`src/rtl/audio_pkg.sv`:
```
// Shared audio constants used by the tone generator and the I2S transmitter.
package audio_pkg;

  localparam int SAMPLE_W = 16;
  localparam int FRAME_W  = 2 * SAMPLE_W;

  localparam int MCLK_BIT = 1;
  localparam int SCK_BIT  = 3;
  localparam int LRCK_BIT = 8;

  localparam logic [SAMPLE_W-1:0] SILENCE = 16'h0000;

  // Slot p (1..31) carries frame bit 32-p; slot 0 carries the previous LSB.
  function automatic logic [4:0] slot_bit_idx(input logic [4:0] slot);
    return 5'(6'd32 - {1'b0, slot});
  endfunction

endpackage

```
`src/rtl/audio_clk_div.sv`:
```
// Free-running frame counter and the registered DAC clocks derived from it.
module audio_clk_div
  import audio_pkg::*;
#(
  parameter int FRAME_BITS = 9
) (
  input  logic                  clk,
  input  logic                  rst,
  output logic [FRAME_BITS-1:0] cnt,
  output logic                  mclk,
  output logic                  sck,
  output logic                  lrck
);

  logic [FRAME_BITS-1:0] cnt_q, cnt_d;
  logic                  mclk_q, sck_q, lrck_q;

  always_comb begin
    cnt_d = cnt_q + {{(FRAME_BITS-1){1'b0}}, 1'b1};
  end

  // Clock flops load from cnt_d so they stay bit-aligned with cnt_q.
  always_ff @(posedge clk or posedge rst) begin
    if (rst) begin
      cnt_q  <= '0;
      mclk_q <= 1'b0;
      sck_q  <= 1'b0;
      lrck_q <= 1'b0;
    end else begin
      cnt_q  <= cnt_d;
      mclk_q <= cnt_d[MCLK_BIT];
      sck_q  <= cnt_d[SCK_BIT];
      lrck_q <= cnt_d[LRCK_BIT];
    end
  end

  assign cnt  = cnt_q;
  assign mclk = mclk_q;
  assign sck  = sck_q;
  assign lrck = lrck_q;

endmodule

```
`src/rtl/audio_i2s_tx.sv`:
```
// I2S transmitter: captures a stereo sample once per frame and shifts it out
// MSB first with the one-bit I2S delay.
module audio_i2s_tx
  import audio_pkg::*;
#(
  parameter int FRAME_BITS = 9
) (
  input  logic                clk,
  input  logic                rst,
  input  logic                en,
  input  logic [SAMPLE_W-1:0] audio_left,
  input  logic [SAMPLE_W-1:0] audio_right,
  output logic                audio_mclk,
  output logic                audio_sck,
  output logic                audio_lrck,
  output logic                audio_sdin,
  output logic                frame_start
);

  logic [FRAME_BITS-1:0] cnt, cnt_nxt;
  logic [4:0]            slot_nxt;
  logic                  capture, bit_edge;

  logic [FRAME_W-1:0] frame_q, frame_d;
  logic               lsb_q, lsb_d;
  logic               sdin_q, sdin_d;
  logic               frame_start_q, frame_start_d;

  audio_clk_div #(
    .FRAME_BITS (FRAME_BITS)
  ) u_clk_div (
    .clk  (clk),
    .rst  (rst),
    .cnt  (cnt),
    .mclk (audio_mclk),
    .sck  (audio_sck),
    .lrck (audio_lrck)
  );

  // Data is registered one edge ahead, so decisions use the next count.
  assign cnt_nxt  = cnt + {{(FRAME_BITS-1){1'b0}}, 1'b1};
  assign slot_nxt = cnt_nxt[FRAME_BITS-1 -: 5];
  assign bit_edge = (cnt_nxt[SCK_BIT:0] == '0);
  assign capture  = (cnt == '1);

  always_comb begin
    frame_d       = frame_q;
    lsb_d         = lsb_q;
    sdin_d        = sdin_q;
    frame_start_d = capture;

    if (capture) begin
      lsb_d   = frame_q[0];
      frame_d = en ? {audio_left, audio_right} : {SILENCE, SILENCE};
    end

    if (bit_edge) begin
      if (slot_nxt == 5'd0) begin
        sdin_d = lsb_d;
      end else begin
        sdin_d = frame_q[slot_bit_idx(slot_nxt)];
      end
    end
  end

  always_ff @(posedge clk or posedge rst) begin
    if (rst) begin
      frame_q       <= '0;
      lsb_q         <= 1'b0;
      sdin_q        <= 1'b0;
      frame_start_q <= 1'b0;
    end else begin
      frame_q       <= frame_d;
      lsb_q         <= lsb_d;
      sdin_q        <= sdin_d;
      frame_start_q <= frame_start_d;
    end
  end

  assign audio_sdin  = sdin_q;
  assign frame_start = frame_start_q;

endmodule
```
`config.mk`:
```
export PLATFORM = sky130hd
export DESIGN_NAME = audio_i2s_tx
export DESIGN_NICKNAME = d
export VERILOG_FILES = /design/src/rtl/audio_pkg.sv /design/src/rtl/audio_clk_div.sv /design/src/rtl/audio_i2s_tx.sv
export SDC_FILE = /design/constraint.sdc
export NUM_CORES = 1
export LEC_CHECK = 0
export CAP_MARGIN = 10
export CORE_UTILIZATION = 53
export CTS_CLUSTER_SIZE = 8
export DETAILED_ROUTE_END_ITERATION = 10
export MAX_ROUTING_LAYER = met4
export PLACE_DENSITY = 0.79
export SLEW_MARGIN = 20
export SYNTH_ARGS = -nofsm -noshare
export SYNTH_HDL_FRONTEND = slang
export SYNTH_HIERARCHICAL = 1
export SYNTH_SLANG_ARGS = --single-unit
export TNS_END_PERCENT = 50
```
`constraint.sdc`:
```
create_clock -name clk -period 3.5 [get_ports clk]
set_input_delay 1.05 -clock clk [delete_from_list [all_inputs] [get_ports clk]]
set_output_delay 1.05 -clock clk [all_outputs]
set_load 0.1 [all_outputs]
```
==> results of run 1 <==
==> logic make-up after synthesis <==
kind of cell,Yosys count
simple gates,81
compound gates,66
buf+inv,57
flops,44
xor+xnor,12
mux,7
fa+ha+maj,4
==> routing by layer <==
layer,share of wire,track usage
met4,0.014,0.0839
met5,0,-
met1,0.48,0.309
met2,0.46,0.353
met3,0.040,0.0409
==> layout make-up <==
| type | count | share of cell area |
|---|---|---|
| inverters | 39 | 0.0510 |
| flip-flops and latches | 44 | 0.384 |
| repair buffers | 44 | 0.145 |
| clock buffers | 6 | 0.0287 |
| clock inverters | 2 | 0.00348 |
| well taps | 52 | 0.0226 |
| multi-input cells | 170 | 0.365 |
==> state kept, by name (all words and copies together) (netlist names) <==
register       flops
frame_q           32
u_clk_div/cnt      9
audio_sdin         1
frame_start        1
lsb_q              1
==> cell usage in the layout, fill, tap and decap left out, types with 4 or more instances in the layout <==
cell and n:
o21ai_0 37, xor2_1 5, dfrtp_1 42, nand3_1 4, buf_4 10, nor3_1 10, xnor2_1 5, a21oi_1 7
nand2_1 51, mux2i_1 4, a311oi_1 5, clkdlybuf4s50_1 34, clkbuf_8 6, inv_1 39, nor2_1 6, ha_1 4
==> report_power, final <==
part,internal [uW],switching [uW]
clock,157,168
sequential,508,0
combinational,34.0,14.6
==> worst max-delay path: cells and delay by family, from the launching register on <==
family          cells  cell delay (ns)
simple gates        1             0.29
fa+ha+maj           1             0.41
flops               1             0.46
xor+xnor            1             0.53
compound gates      6             0.99
buf+inv             2             0.37
==> per-stage QoR <==
step | hold WS, ns | cells
floorplan | 0.468 | 271
global placement | 0.488 | 349
detailed placement | 0.492 | 349
CTS | 0.510 | 357
global route | 0.539 | 357
finish | 0.517 | 357
==> Yosys cell counts (3+ instances only) <==
master / count / area [sq um]
nand2_1: 51 / 191
dfrtp_1: 44 / 1100
inv_1: 39 / 146
o21ai_0: 37 / 185
clkbuf_1: 10 / 37.5
nor3_1: 10 / 50.1
a21oi_1: 7 / 35.0
nor2_1: 6 / 22.5
a311oi_1: 5 / 43.8
xnor2_1: 5 / 43.8
xor2_1: 5 / 43.8
ha_1: 4 / 50.1
mux2i_1: 4 / 40.0
nand3_1: 4 / 20.0
buf_2: 3 / 15.0
buf_4: 3 / 22.5
==> worst max-delay path by stage <==
stage / to / slack, ns / cells after the start / from
global placement: audio_sdin / 0.50 / 11 / u_clk_div/cnt[2]
detailed placement: audio_sdin / 0.33 / 11 / u_clk_div/cnt[2]
global route: audio_sdin / 0.10 / 11 / u_clk_div/cnt[2]
finish: audio_sdin / 0.31 / 11 / u_clk_div/cnt[2]
CTS: audio_sdin / 0.32 / 11 / u_clk_div/cnt[2]
floorplan: audio_sdin / 0.06 / 15 / u_clk_div/cnt[3]
==> metrics.md, run 1 <==
| Metric | Value |
|---|---|
| Distinct cells, synth | 43 |
| CP max-delay cell | xnor2_1 |
| Worst Hold Class | flop to flop |
| PD cells | a little over 300 nW/um^2 |
| Max-slew headroom | 0.532 |
| Sequential fraction of the synthesis area | 0.461 |
| Hold buffers post-CTS | 0 |
| Placement Setup Slack | 0.335 ns |
| Share of layout cells above drive strength 1 | 0.0951 |
| Fill count | between 300 and 400 |
| Die area | 4780 sq um |
| Routed length per instance | 13.7 microns |
| GRT overflow | 0 |
| Synth Area in Compound Gates | 0.175 |
| Initial DRC Count | 151 |
| Num Clock Sinks | 44 |
| TritonCTS clock tree | built |
| CTS buffer count | 5 |
| H-tree level count | 2 |
| Tot GR Track Use | 0.230 |
| Multi-input gate area | 1050 sq um |
| Overall power | 882 uW |
| Path type of the worst setup path | flop to flop |
| Vias in the first global route | between 1.5k and 2k |
| Main synth FF type | dfrtp_1 |
| Register bit count reported by yosys | 44 |
| FF-to-FF path depth | 11 |
| Number of max-cap violations | 0 |
| Die W | 69.1 microns |
| DRT antenna net count | 0 |
| Via-to-Cell Ratio | 5.42 |
| Vias | approximately 1.9k |
| Fin Setup TNS | 0 ns |
| Core Region | 4350 sq um |
| Post-CTS Setup Bufs | 0 |
| Placer Congestion | 0.902 |
| Worst-Skew Late Latency | about 0.30 ns |
| Initial core utilization | 0.548 |
| Post-Syn Area per Cell | just under 9 sq um |
| Post-Syn Instances | approximately 270 |
| Inserted Diodes | 0 |
| Highest cell delay on the worst timing path | 0.53 ns |
| Leakage | about 0.0013 uW |
| Maximum vdd ir drop | between 0.15 and 0.2 mV |
| R2r endpoint | audio_sdin |
| Initial antenna violation count | 0 |
| Crit path max fanout | 15 |
| Period Utilization, post-route | 0.911 |
| Drt total wl | 4880 microns |
| Largest net degree at the start of global routing | 36 |
| Syn_nets | 310 |
| Slew Viols, Final | 0 |
| Final WS setup | ~0.31 ns |
| Slew @ Worst Pin | 0.699 ns |
| Adder-cell area share of the yosys netlist | 0.0210 |
| Startpoint types | flop |
| Synth Area in Simple Gates | 0.153 |
| Clock skew | 0.00440 ns |
| Mux cell area share after synthesis | 0.0404 |
| Hold Startpoint | lsb_q |
| First-pass GRT wire length | 8650 microns |
| Syn Std Cell Area | 2390 sq um |
| Hold depth | 1 |
| Reg area | 1100 sq um |
| Reg2reg setup slack | 0.31 ns |
| Min Tclk post-route | 3.19 ns |
| WP data arrival | 3.36 ns |
| Final Core Density | 0.660 |
| Post-synth EDFFs | 0 |
| Post-DP HPWL | 3410 microns |
| Fmax | 314 MHz |
| Final hold vios | 0 |
| CTS resizes | 0 |
| CP endpoint kind | flop |
| Main combinational cell family by area after synthesis | compound AO/OA/AOI/OAI gates |
| Hold Crit Endpoint | lsb_q |
| Worst-path cell chain | and4_4, xnor2_1, ha_1, buf_4, inv_1, o21ai_0, a21oi_1, a21oi_1, o21ai_0, a2111oi_0, a22oi_1 |
| CTS Buffer Depth | 2 |
| DRT Pass-1 Iters | 4 |
| Async SR Flop Fraction | 1.00 |
| Area of placed instances | 2780 sq um |
| Clock transition at path regs | 0.08 ns |
| Number of remaining DRC errors | 0 |
| Nets | 343 |
| Die height | 69.1 microns |
| Worst EP required | 3.67 ns |
| Syn-to-layout area delta | 20.3% |
| Outcome | complete, no violations |
| Final Setup Violations | 0 |
| CTS root buf | clkbuf_8 |
| Post-Synth XOR/XNOR Area | 0.0503 |
| Port-buffer cells | 39 |
| Cell area after layout | 2870 sq um |
| # IOs | 40 |
| RSZ-0062 raised after global routing | false |
| Placement Rows | 24 |
| RR Startpoint | u_clk_div/cnt[2] |
| Yosys warns | 6 |
Power figures use the tool's default switching activity.
==> run 2: changes to the inputs <==
- CORE_UTILIZATION: 53 -> 40
- PLACE_DENSITY: 0.79 -> 0.66
==> metrics.md, run 2 (same netlist as run 1, synthesis figures left out) <==
| Metric | Value |
|---|---|
| RSZ-0062 raised after global routing | false |
| Min Tclk post-route | 3.16 ns |
| Number of max-cap violations | 0 |
| Tot GR Track Use | 0.178 |
| Cell area after layout | 2900 sq um |
| CTS Buffer Depth | 2 |
| DRT Pass-1 Iters | 4 |
| Crit path to | audio_sdin |
| CP max-delay cell | mux4_2 |
| Initial antenna violation count | 0 |
| Commonest non-fill, non-tap cells in the layout | 51 x nand2_1, 42 x dfrtp_1, 39 x inv_1 |
| Nets | 343 |
| Vias in the first global route | 1818 |
| Inserted Diodes | 0 |
| Post-CTS Setup Bufs | 0 |
| Drt total wl | 4960 microns |
| Share of layout cells above drive strength 1 | 0.0984 |
| Slew @ Worst Pin | ~0.73 ns |
| CP endpoint kind | flop |
| Worst Path Buf+Inv | 0 |
| Reg2reg setup slack | 0.34 ns |
| Initial core utilization | 0.423 |
| Worst Hold Class | flop to flop |
| Die area | 6280 sq um |
| Leakage | approximately 0.0013 uW |
| Worst-Skew Late Latency | 0.30 ns |
| CP Launch Point | u_clk_div/cnt[2] |
| WP data arrival | 3.32 ns |
| Placer Congestion | roughly 0.80 |
| DRT antenna net count | 0 |
| FF-to-FF path depth | 8 |
| Clock skew | a little over 0.008 ns |
| Worst EP required | 3.66 ns |
| Routed length per instance | roughly 13 microns |
| Core Region | 5640 sq um |
| Max-slew headroom | 0.512 |
| Number of remaining DRC errors | 0 |
| Crit path max fanout | 15 |
| Outcome | complete, no violations |
| Path type of the worst setup path | flop to flop |
| TritonCTS clock tree | built |
| Worst-path cell chain | and4_4, xnor2_1, ha_2, mux4_2, nand2_1, o22ai_1, a2111oi_0, a22oi_1 |
| First-pass GRT wire length | 8440 microns |
| Final Setup Violations | 0 |
| PD cells | 304 nW/um^2 |
| Largest net degree at the start of global routing | 36 |
| H-tree level count | 2 |
| Top Family by Delay on Critical Path | compound AO/OA/AOI/OAI gates |
| Startpoint types | flop |
| Die height | ~80 microns |
| Most common cell after layout, fill and taps aside | nand2_1 |
| Initial DRC Count | about 150 |
| Syn-to-layout area delta | 21.5% |
| CTS buffer count | 5 |
| Slew Viols, Final | 0 |
| Reg with most FFs | frame_q |
| Fmax | roughly 320 MHz |
| R2r endpoint | audio_sdin |
| Highest cell delay on the worst timing path | 0.55 ns |
| Largest register FFs | 32 |
| Maximum vdd ir drop | 0.146 mV |
| GRT overflow | 0 |
| Die W | 79.3 microns |
| Stages on the worst setup path | 8 |
| Post-DP HPWL | 3580 microns |
| Clock transition at path regs | 0.08 ns |
| # IOs | 40 |
| Placement Rows | 27 |
| CTS resizes | 0 |
| Via-to-Cell Ratio | 5.15 |
| Vias | just under 2k |
| RR Startpoint | u_clk_div/cnt[2] |
| Port-buffer cells | 39 |
| Num Clock Sinks | 44 |
| Final hold vios | 0 |
| Period Utilization, post-route | 0.904 |
| CTS root buf | clkbuf_8 |
| Area of placed instances | between 2000 and 3000 sq um |
| Fin Setup TNS | 0 ns |
| Hold buffers post-CTS | 0 |
run 2: how the worst min path moves through the flow:
| stage | cells after the start | startpoint | endpoint |
|---|---|---|---|
| after floorplan | 1 | lsb_q | lsb_q |
| after global placement | 1 | lsb_q | lsb_q |
| after detailed placement | 1 | lsb_q | lsb_q |
| after CTS | 1 | lsb_q | lsb_q |
| after global routing | 1 | lsb_q | lsb_q |
| final | 1 | lsb_q | lsb_q |
run 2: report_power, final:
part	total [uW]	leakage, uW	internal [uW]	switching (uW)
Sequential	508	0.000425	508	0
Combinational	48.7	0.000841	34.0	14.7
Clock	326	0.0000510	158	169
Total	883	0.00132	699	183
run 2: through the flow:
stage          instances  utilization  hold WS (ns)  setup WS (ns)  total power [uW]
3_3_place_gp         369        0.497         0.495          0.387               568
2_1_floorplan        271            -         0.468         0.0624               526
5_1_grt              377        0.514         0.534         0.0697               917
3_5_place_dp         369        0.497         0.502          0.271               568
4_1_cts              377        0.514         0.521          0.232               893
6_report             377        0.514         0.516          0.338               883
run 2: worst register-to-register path: stages, from the launching register on:
cell and delay [ns]:
dfrtp_1 0.46, and4_4 0.29, xnor2_1 0.53, ha_2 0.47, mux4_2 0.55, nand2_1 0.08
o22ai_1 0.07, a2111oi_0 0.42, a22oi_1 0.16
run 2: layout make-up:
cell class | count | area (sq um)
sequential | 44 | 1100
fill | 538 | 2740
clock buffer | 6 | 82.6
clock inverter | 2 | 10.0
inverter | 39 | 146
timing repair buffer | 44 | 415
tap | 72 | 90.1
multi-input combinational | 170 | 1050
run 2: layer usage:
layer | part of all wire | GRT usage | vias to the layer above
li1 | - | - | 968
met1 | 0.48 | 0.243 | 933
met2 | 0.47 | 0.269 | 31
met3 | 0.034 | 0.0345 | 8
met4 | 0.012 | 0.0545 | 0
met5 | 0 | - | -
